===== config.mk =====
export PLATFORM = sky130hd
export DESIGN_NAME = cdb_arbiter
export DESIGN_NICKNAME = d
export VERILOG_FILES = /design/src/rtl/cdb_arbiter.sv
export SDC_FILE = /design/constraint.sdc
export NUM_CORES = 1
export LEC_CHECK = 0
export CORE_ASPECT_RATIO = 0.5
export CORE_UTILIZATION = 32
export CTS_BUF_LIST = sky130_fd_sc_hd__clkbuf_16
export DETAILED_ROUTE_END_ITERATION = 7
export GPL_ROUTABILITY_DRIVEN = 0
export HOLD_SLACK_MARGIN = 0.03
export PLACE_DENSITY = 0.91
export SLEW_MARGIN = 5
export SYNTH_ARGS = -nofsm -noshare
export SYNTH_HDL_FRONTEND = slang
export SYNTH_SLANG_ARGS = --single-unit

===== constraint.sdc =====
create_clock -name clk -period 2.1 [get_ports clk]
set_input_delay 0.42 -clock clk [delete_from_list [all_inputs] [get_ports clk]]
set_output_delay 0.42 -clock clk [all_outputs]
set_load 0.05 [all_outputs]

===== src/rtl/cdb_arbiter.sv =====
// cdb_arbiter: grants one functional unit per cycle onto the common data bus.
// The grant and tag are taken in cycle t, and the winner's registered result
// is broadcast in cycle t+1.
// Optional feature: define CDB_ARB_RR_EN for round-robin arbitration.
// When it is undefined, the arbiter uses fixed priority and the lowest index wins.
module cdb_arbiter #(
   parameter int N_REQ      = 4,
   parameter int ROB_WIDTH  = 4,
   parameter int DATA_WIDTH = 32
) (
   input  logic                        clk,
   input  logic                        reset,
   input  logic [N_REQ-1:0]            req_valid,
   output logic [N_REQ-1:0]            req_ready,
   input  logic [N_REQ*ROB_WIDTH-1:0]  req_tag,
   input  logic [N_REQ*DATA_WIDTH-1:0] req_data,
   output logic                        cdb_valid,
   output logic [ROB_WIDTH-1:0]        cdb_tag,
   output logic [DATA_WIDTH-1:0]       cdb_data,
   output logic [15:0]                 grant_count
);

   localparam int IDX_W = (N_REQ > 1) ? $clog2(N_REQ) : 1;

   // Handshake: unit i dispatches in the cycle where req_valid[i] && req_ready[i].
   // req_ready depends only on req_valid, reset and arbitration state, never on
   // req_data. Units must not form req_valid from req_ready.

   logic [ROB_WIDTH-1:0]  tag_arr  [N_REQ];
   logic [DATA_WIDTH-1:0] data_arr [N_REQ];
   logic [IDX_W-1:0]      win;
   logic                  any_grant;
   logic                  refused;
   logic                  vld_q;
   logic [IDX_W-1:0]      sel_q;
   logic [ROB_WIDTH-1:0]  tag_q;

   // Unpack the flat per-unit tag and data buses into arrays.
   always_comb begin
      for (int i = 0; i < N_REQ; i++) begin
         tag_arr[i]  = req_tag[i*ROB_WIDTH +: ROB_WIDTH];
         data_arr[i] = req_data[i*DATA_WIDTH +: DATA_WIDTH];
      end
   end

`ifdef CDB_ARB_RR_EN
   logic [IDX_W-1:0] rr_ptr;
   int               idx;

   // Round-robin search begins at rr_ptr and wraps modulo N_REQ.
   always_comb begin
      win       = '0;
      any_grant = 1'b0;
      idx       = 0;
      for (int k = 0; k < N_REQ; k++) begin
         idx = (int'(rr_ptr) + k) % N_REQ;
         if (!any_grant && req_valid[idx]) begin
            win       = IDX_W'(idx);
            any_grant = 1'b1;
         end
      end
      if (reset) begin
         any_grant = 1'b0;
      end
   end

   // After a grant to w, the pointer moves to w+1 so that w becomes lowest priority.
   always_ff @(posedge clk) begin
      if (reset) begin
         rr_ptr <= '0;
      end else if (any_grant) begin
         rr_ptr <= (win == IDX_W'(N_REQ - 1)) ? '0 : win + 1'b1;
      end
   end
`else
   // Fixed priority: the scan runs from high to low, so the lowest asserted index wins.
   always_comb begin
      win       = '0;
      any_grant = 1'b0;
      for (int k = N_REQ - 1; k >= 0; k--) begin
         if (req_valid[k]) begin
            win       = IDX_W'(k);
            any_grant = 1'b1;
         end
      end
      if (reset) begin
         any_grant = 1'b0;
      end
   end
`endif

   // Generate the one-hot grant. It is all zero when nothing is requested or during reset.
   always_comb begin
      req_ready = '0;
      if (any_grant) begin
         req_ready[win] = 1'b1;
      end
      refused = |(req_valid & ~req_ready);
   end

   // Stage register: capture the winner and its tag, and mark the next cycle valid.
   always_ff @(posedge clk) begin
      if (reset) begin
         vld_q <= 1'b0;
         sel_q <= '0;
         tag_q <= '0;
      end else begin
         vld_q <= any_grant;
         if (any_grant) begin
            sel_q <= win;
            tag_q <= tag_arr[win];
         end
      end
   end

   // Debug counter of cycles in which some requester was turned away; it saturates.
   always_ff @(posedge clk) begin
      if (reset) begin
         grant_count <= '0;
      end else if (refused && grant_count != 16'hFFFF) begin
         grant_count <= grant_count + 16'd1;
      end
   end

   // Broadcast. A grant made just before reset is suppressed while reset is high.
   always_comb begin
      cdb_valid = vld_q & ~reset;
      cdb_tag   = tag_q;
      cdb_data  = cdb_valid ? data_arr[sel_q] : '0;
   end

endmodule


==> reports/metrics.cfg, run 1 <==
[outcome]
status=finished, violations left
violations=setup timing

[detailed_routing]
drcViolationCount=0
vias_per_cell=5.84
finalWirelength_mm=13.0
drtAntennaViolNets=0
first_iter_violations=164
vias=3135
drt-wirelength-per-cell_um=24.2
firstDrtPassIters=4

[synthesis]
netlist_instances=231
yosysUniqueCellTypes=41
async_reset_ff_share_pct=0
synth_top_flop_cell=dfxtp_1
yosysWarnings=0
syn_avg_cell_area_um2=9.87
netlist_area_mm2=0.00228
ys_ff_latch=23
synth_edf_count=0
syn-num-nets=382
synth_area_leaders=mux4_2 32%, dfxtp_1 20%, nor2b_1 10%
yosys.area.top_type=mux4_2
yosysTopAreaCellShare_pct=31.6
ys_seq_area_share_pct=20.2

[grt]
grt_pass1_vias=2942
overflow=0
grt_util_all_layers_pct=29.8
grt_max_degree=32
antenna_found_initial=1
grt_pass1_wl_mm=16.5

[pwr]
swShare_pct=31.7
clockPowerShare_pct=21.8
p_int_uw=1320
power.density_mw_per_mm2=361
ir_drop_v=0.000342
power_frac_comb_pct=54.1
cellLeakagePower_uw=0.00201
power.switching_uw=611
seqPwrFrac_pct=24.2

[clock_network]
post_cts_buffers=0
clk_path_buf_depth=2
ctsRootBufferMaster=clkbuf_16
cts_tree=done
clk_latency_ns=0.26
htreeDepth=1
cts_made_buffers=3
clk_pin_slew_worst_paths_ns=0.06
cts_sinks=23

[floorplanning]
die_area_mm2=0.00749
die_x_um=121
pin_count=207
core-area_mm2=0.00678
die_h_um=61.7
row_count=21
initial_core_util_pct=33.6

[timing]
fmaxAchievable_mhz=471
finalSetupViolCount=11
finalCritPeriodShare_pct=101
clock_skew_ns=0.00260
slew_headroom_pct=64.6
hold_violations=0
rsz0062_at_grt=yes
slew_viol_final=0
period_needed_ns=2.12
max_slew.worst_pin.slew_ns=0.530
setup_slack_ns=-0.0219

[critical_path]
critPathKind=reg2out
critical_path_arrival_ns=1.70
end_kind=output port
critPathRequiredTime_ns=1.68
worstPathMaxFanout=12
worstSetupStartpointType=flop

[min_path]
hold_class=reg2reg

[placement]
dpl_cell_area_mm2=0.00503
dp_hpwl_mm=8.37
placed_cells=532
portBuffers=206

[finish]
drive_above_1_share_pct=33.5
final_area_mm2=0.00534
finalNetCount=597
syn_to_final_growth_pct=134
diodes=0
fin_cells=537

[run]
drv_cap=0

metrics by stage:
step	utilization, %	hold slack [ns]	worst slack [ns]	power [µW]	setup TNS, ns
after floorplan	-	0.499	0.0234	881	0
after global placement	74.3	0.505	-0.134	1400	-3.64
after detailed placement	74.3	0.504	-0.213	1420	-5.77
after CTS	77.8	0.513	-0.00334	1890	-0.00893
after global routing	78.8	0.541	-0.0991	1990	-0.874
final	78.8	0.512	-0.0219	1930	-0.0760
state kept, by name (all words and copies together), names as in the netlist:
register / cells
cdb_tag: 4
vld_q: 1
grant_count: 16
sel_q: 2
power groups by stage:
stage | registers, µW | clock network, µW | logic [µW]
global route | 468 | 447 | 1070
CTS | 465 | 425 | 997
floorplan | 510 | 0 | 371
detailed placement | 474 | 0 | 948
global placement | 473 | 0 | 922
finish | 466 | 420 | 1040
final timing paths:
| check | from | cells after the start | slack (ns) | end |
|---|---|---|---|---|
| min | grant_count[10] | 2 | 0.51 | grant_count[10] |
| max reg2reg | grant_count[3] | 4 | 0.10 | grant_count[15] |
| max | sel_q[0] | 4 | -0.02 | cdb_data[21] |
| min reg2reg | grant_count[10] | 2 | 0.51 | grant_count[10] |
cell type report:
class	count	area, µm²
Clock buffer	3	75.1
Clock inverter	1	5.00
Fill cell	342	1440
Inverter	6	22.5
Multi-Input combinational cell	179	1960
Sequential cell	23	464
Tap cell	92	115
Timing Repair Buffer	233	2700
kinds of logic (layout without fill, tap and decap cells):
group / Yosys count / after routing / share of synthesized area, %
flip-flops: 23 / 23 / 20.2
AND/OR/NAND/NOR: 100 / 100 / 25.9
AO/OA/AOI/OAI: 31 / 31 / 9.17
adder cells (fa/ha/maj): 2 / 2 / 1.04
multiplexers: 46 / 46 / 38.1
buffers and inverters: 29 / 243 / 5.60
cells in the mapped netlist, drive strengths merged, types with 2 or more instances:
master and number:
a211oi 4, a21oi 9, buf 9, clkbuf 14, dfxtp 23, inv 5, mux2 6, mux2i 8
mux4 32, nand2 7, nand3 6, nand4 4, nor2 17, nor2b 37, nor3 4, nor3b 2
nor4 7, nor4b 2, o21ai 6, o31a 2, o31ai 7, or3 3, or4 6
critical path, cell delays in order, from the launching register on:
cell	delay, ns
dfxtp_4	0.42
buf_12	0.17
mux4_2	0.52
nor2b_2	0.19
buf_12	0.15
layer usage:
layer  track usage [%]  up-vias  part of all wire (%)
li1                  -     1317                     -
met4              11.3        2                   5.7
met1              31.7     1555                    34
met2              59.4      189                    53
met5                 0        -                  0.10
met3              6.85       72                   7.2
cells in the final DEF, fill, tap and decap left out, drive strengths merged, types with 2 or more instances in the layout:
cell,instances
o31ai,7
nand2,7
clkdlybuf4s50,164
clkbuf,3
dlygate4sd2,3
nor4b,2
nand3,6
a211oi,4
or3,3
or4,6
o31a,2
clkinv,2
nor2,17
inv,5
mux2i,8
o21ai,6
nor3b,2
a21oi,9
nor4,7
mux4,32
nor2b,37
nand4,4
mux2,6
dfxtp,23
buf,65
nor3,4
what timing repair did:
action | in CTS | in global routing
pin swaps | 0 | 0
hold buffers | 0 | 0
endpoints found under the hold margin | 0 | 0
endpoints found under the setup margin | 37 | 32
resized for setup | 35 | 13
cloned | 1 | 0
Note: power is estimated with default switching activity, not from simulation.
==> run 2: changes to the inputs <==
Settings changed: RECOVER_POWER from default to 50.
Clock period 2.1 ns to 2.2 ns, I/O delays scaled along.
==> reports/metrics.cfg, run 2 (synthesis gave the netlist of run 1 again) <==
[outcome]
status=complete, no violations  ; was finished, violations left

[finish]
top_register=grant_count  ; unchanged
syn_to_final_growth_pct=127  ; was 134%
final_core_util_pct=76.2  ; was 78.8%
finalNetCount=595  ; was 597
final_cell_mix=146 x clkdlybuf4s50_1, 39 x buf_12, 32 x mux4_2, 22 x dfxtp_1, 21 x dlygate4sd3_1  ; was 164 x clkdlybuf4s50_1, 40 x buf_12, 32 x mux4_2, 31 x nor2b_4
fillers=385  ; was 342
largest_reg_flops=16  ; unchanged
drive_above_1_share_pct=31.8  ; was 33.5%
diodes=0  ; unchanged
layout_commonest_cell=clkdlybuf4s50_1  ; unchanged
fin_cells=535  ; was 537

[clock_network]
cts_made_buffers=3  ; unchanged
clk_latency_ns=0.26  ; about the same
ctsRootBufferMaster=clkbuf_16  ; unchanged
cts_tree=done  ; unchanged
clk_path_buf_depth=2  ; unchanged
cts_sinks=23  ; unchanged
clk_pin_slew_worst_paths_ns=0.06  ; about the same
htreeDepth=1  ; unchanged

[run]
drv_cap=0  ; unchanged

[pwr]
clockPowerShare_pct=22.7  ; was 21.8%
power.switching_uw=549  ; was 611 µW
power.density_mw_per_mm2=344  ; was 361 mW/mm²
finalPower_uw=1780  ; was 1930 µW
seqPwrFrac_pct=24.9  ; was 24.2%
ir_drop_v=0.000290  ; was 0.000342 V
cellLeakagePower_uw=0.00195  ; was 0.00201 µW
p_int_uw=1230  ; was 1320 µW
power_frac_comb_pct=52.3  ; was 54.1%
swShare_pct=30.9  ; was 31.7%

[floorplanning]
initial_core_util_pct=33.6  ; unchanged
die_x_um=121  ; unchanged
core-area_mm2=0.00678  ; unchanged
die_h_um=61.7  ; unchanged
die_area_mm2=0.00749  ; unchanged
row_count=21  ; unchanged
pin_count=207  ; unchanged

[detailed_routing]
first_iter_violations=170  ; was 164
finalWirelength_mm=10.9  ; was 13.0 mm
vias=2865  ; was 3135
vias_per_cell=5.36  ; was 5.84
drtAntennaViolNets=0  ; unchanged
drcViolationCount=0  ; unchanged
drt-wirelength-per-cell_um=20.3  ; was 24.2 µm
firstDrtPassIters=4  ; unchanged

[critical_path]
critPathRequiredTime_ns=1.76  ; was 1.68 ns
critical_path_arrival_ns=1.74  ; was 1.70 ns
worstPathMaxFanout=1  ; was 12
critPathKind=in2out  ; was reg2out
worstSetupStartpointType=input pin  ; was flop
end_kind=output port  ; unchanged

[timing]
finalSetupViolCount=0  ; was 11
max_slew.worst_pin.slew_ns=0.629  ; was 0.530 ns
rsz0062_at_grt=no  ; was yes
fmaxAchievable_mhz=458
slew_viol_final=0  ; unchanged
period_needed_ns=2.18
finalCritPeriodShare_pct=99.2
hold_violations=0  ; unchanged
clock_skew_ns=0.00118  ; was 0.00260 ns
setup_slack_ns=0.0176  ; was -0.0219 ns
slew_headroom_pct=57.7  ; was 64.6%

[grt]
antenna_found_initial=1  ; unchanged
overflow=0  ; unchanged
grt_util_all_layers_pct=28.0  ; was 29.8%
grt_pass1_vias=2959  ; was 2942
grt_max_degree=22  ; was 32
grt_pass1_wl_mm=15.6  ; was 16.5 mm

[placement]
dp_slack_ns=-0.149  ; was -0.213 ns
dp_hpwl_mm=8.44  ; was 8.37 mm
portBuffers=206  ; unchanged
placed_cells=531  ; was 532

[min_path]
hold_class=reg2reg  ; unchanged

[run 2: changes by cell type in the layout (fill, tap and decap cells not counted), sizes merged]
cell / before / now
clkdlybuf4s50: 164 / 146
clkinv: 2 / 1
dlygate4sd2: 3 / 1
clkbuf: 3 / 10
buf: 65 / 55
clkinvlp: 0 / 1
dlygate4sd3: 0 / 21
[run 2: routing by layer]
metal  wire (µm)  track usage, %  up-vias
li1            -               -     1320
met1        3830            28.9     1392
met2        5910            55.9      117
met3         685            6.76       36
met4         440            13.1        0
met5           0               0        -
[run 2: critical path: stages]
cell	delay, ns
clkdlybuf4s50_1	0.46
mux4_2	0.51
nor2b_2	0.19
buf_12	0.15
[run 2: area by class of cell]
cell class                      count  area [µm²]  share of cell area, %
Timing Repair Buffer              231        2640                   51.0
Multi-Input combinational cell    179        1850                   35.8
Sequential cell                    23         462                   8.93
Tap cell                           92         115                   2.23
Clock buffer                        3        75.1                   1.45
Inverter                            6        22.5                  0.436
Clock inverter                      1        7.51                  0.145
[run 2: timing repair]
| action | in CTS | in global routing |
|---|---|---|
| hold buffers | 0 | 0 |
| resized for setup | 22 | 3 |
| setup endpoints to repair | 33 | 10 |
| pin swaps | 0 | 0 |
| gates cloned | 0 | 0 |
| setup buffers | 0 | 0 |
[run 2: path summary, 6_finish.rpt]
path	end	slack, ns	startpoint	cells after the start
worst min-delay path	grant_count[10]	0.51	grant_count[10]	2
worst min register to register	grant_count[10]	0.51	grant_count[10]	2
worst max-delay path	cdb_data[26]	0.02	req_data[122]	4
worst max register to register	grant_count[13]	0.22	grant_count[4]	4
[run 2: power groups by stage]
stage	clock (µW)	combinational, µW	sequential (µW)
after detailed placement	0	902	453
after floorplan	0	355	486
after global routing	421	968	445
after CTS	410	934	443
final	404	929	443
after global placement	0	877	451
[run 2: per-stage QoR]
step | hold slack, ns | instance area [µm²] | setup TNS (ns)
floorplan | 0.519 | 2360 | 0
global placement | 0.497 | 5020 | -1.46
detailed placement | 0.514 | 5020 | -2.90
CTS | 0.520 | 5190 | 0
global route | 0.568 | 5170 | 0
finish | 0.514 | 5170 | 0
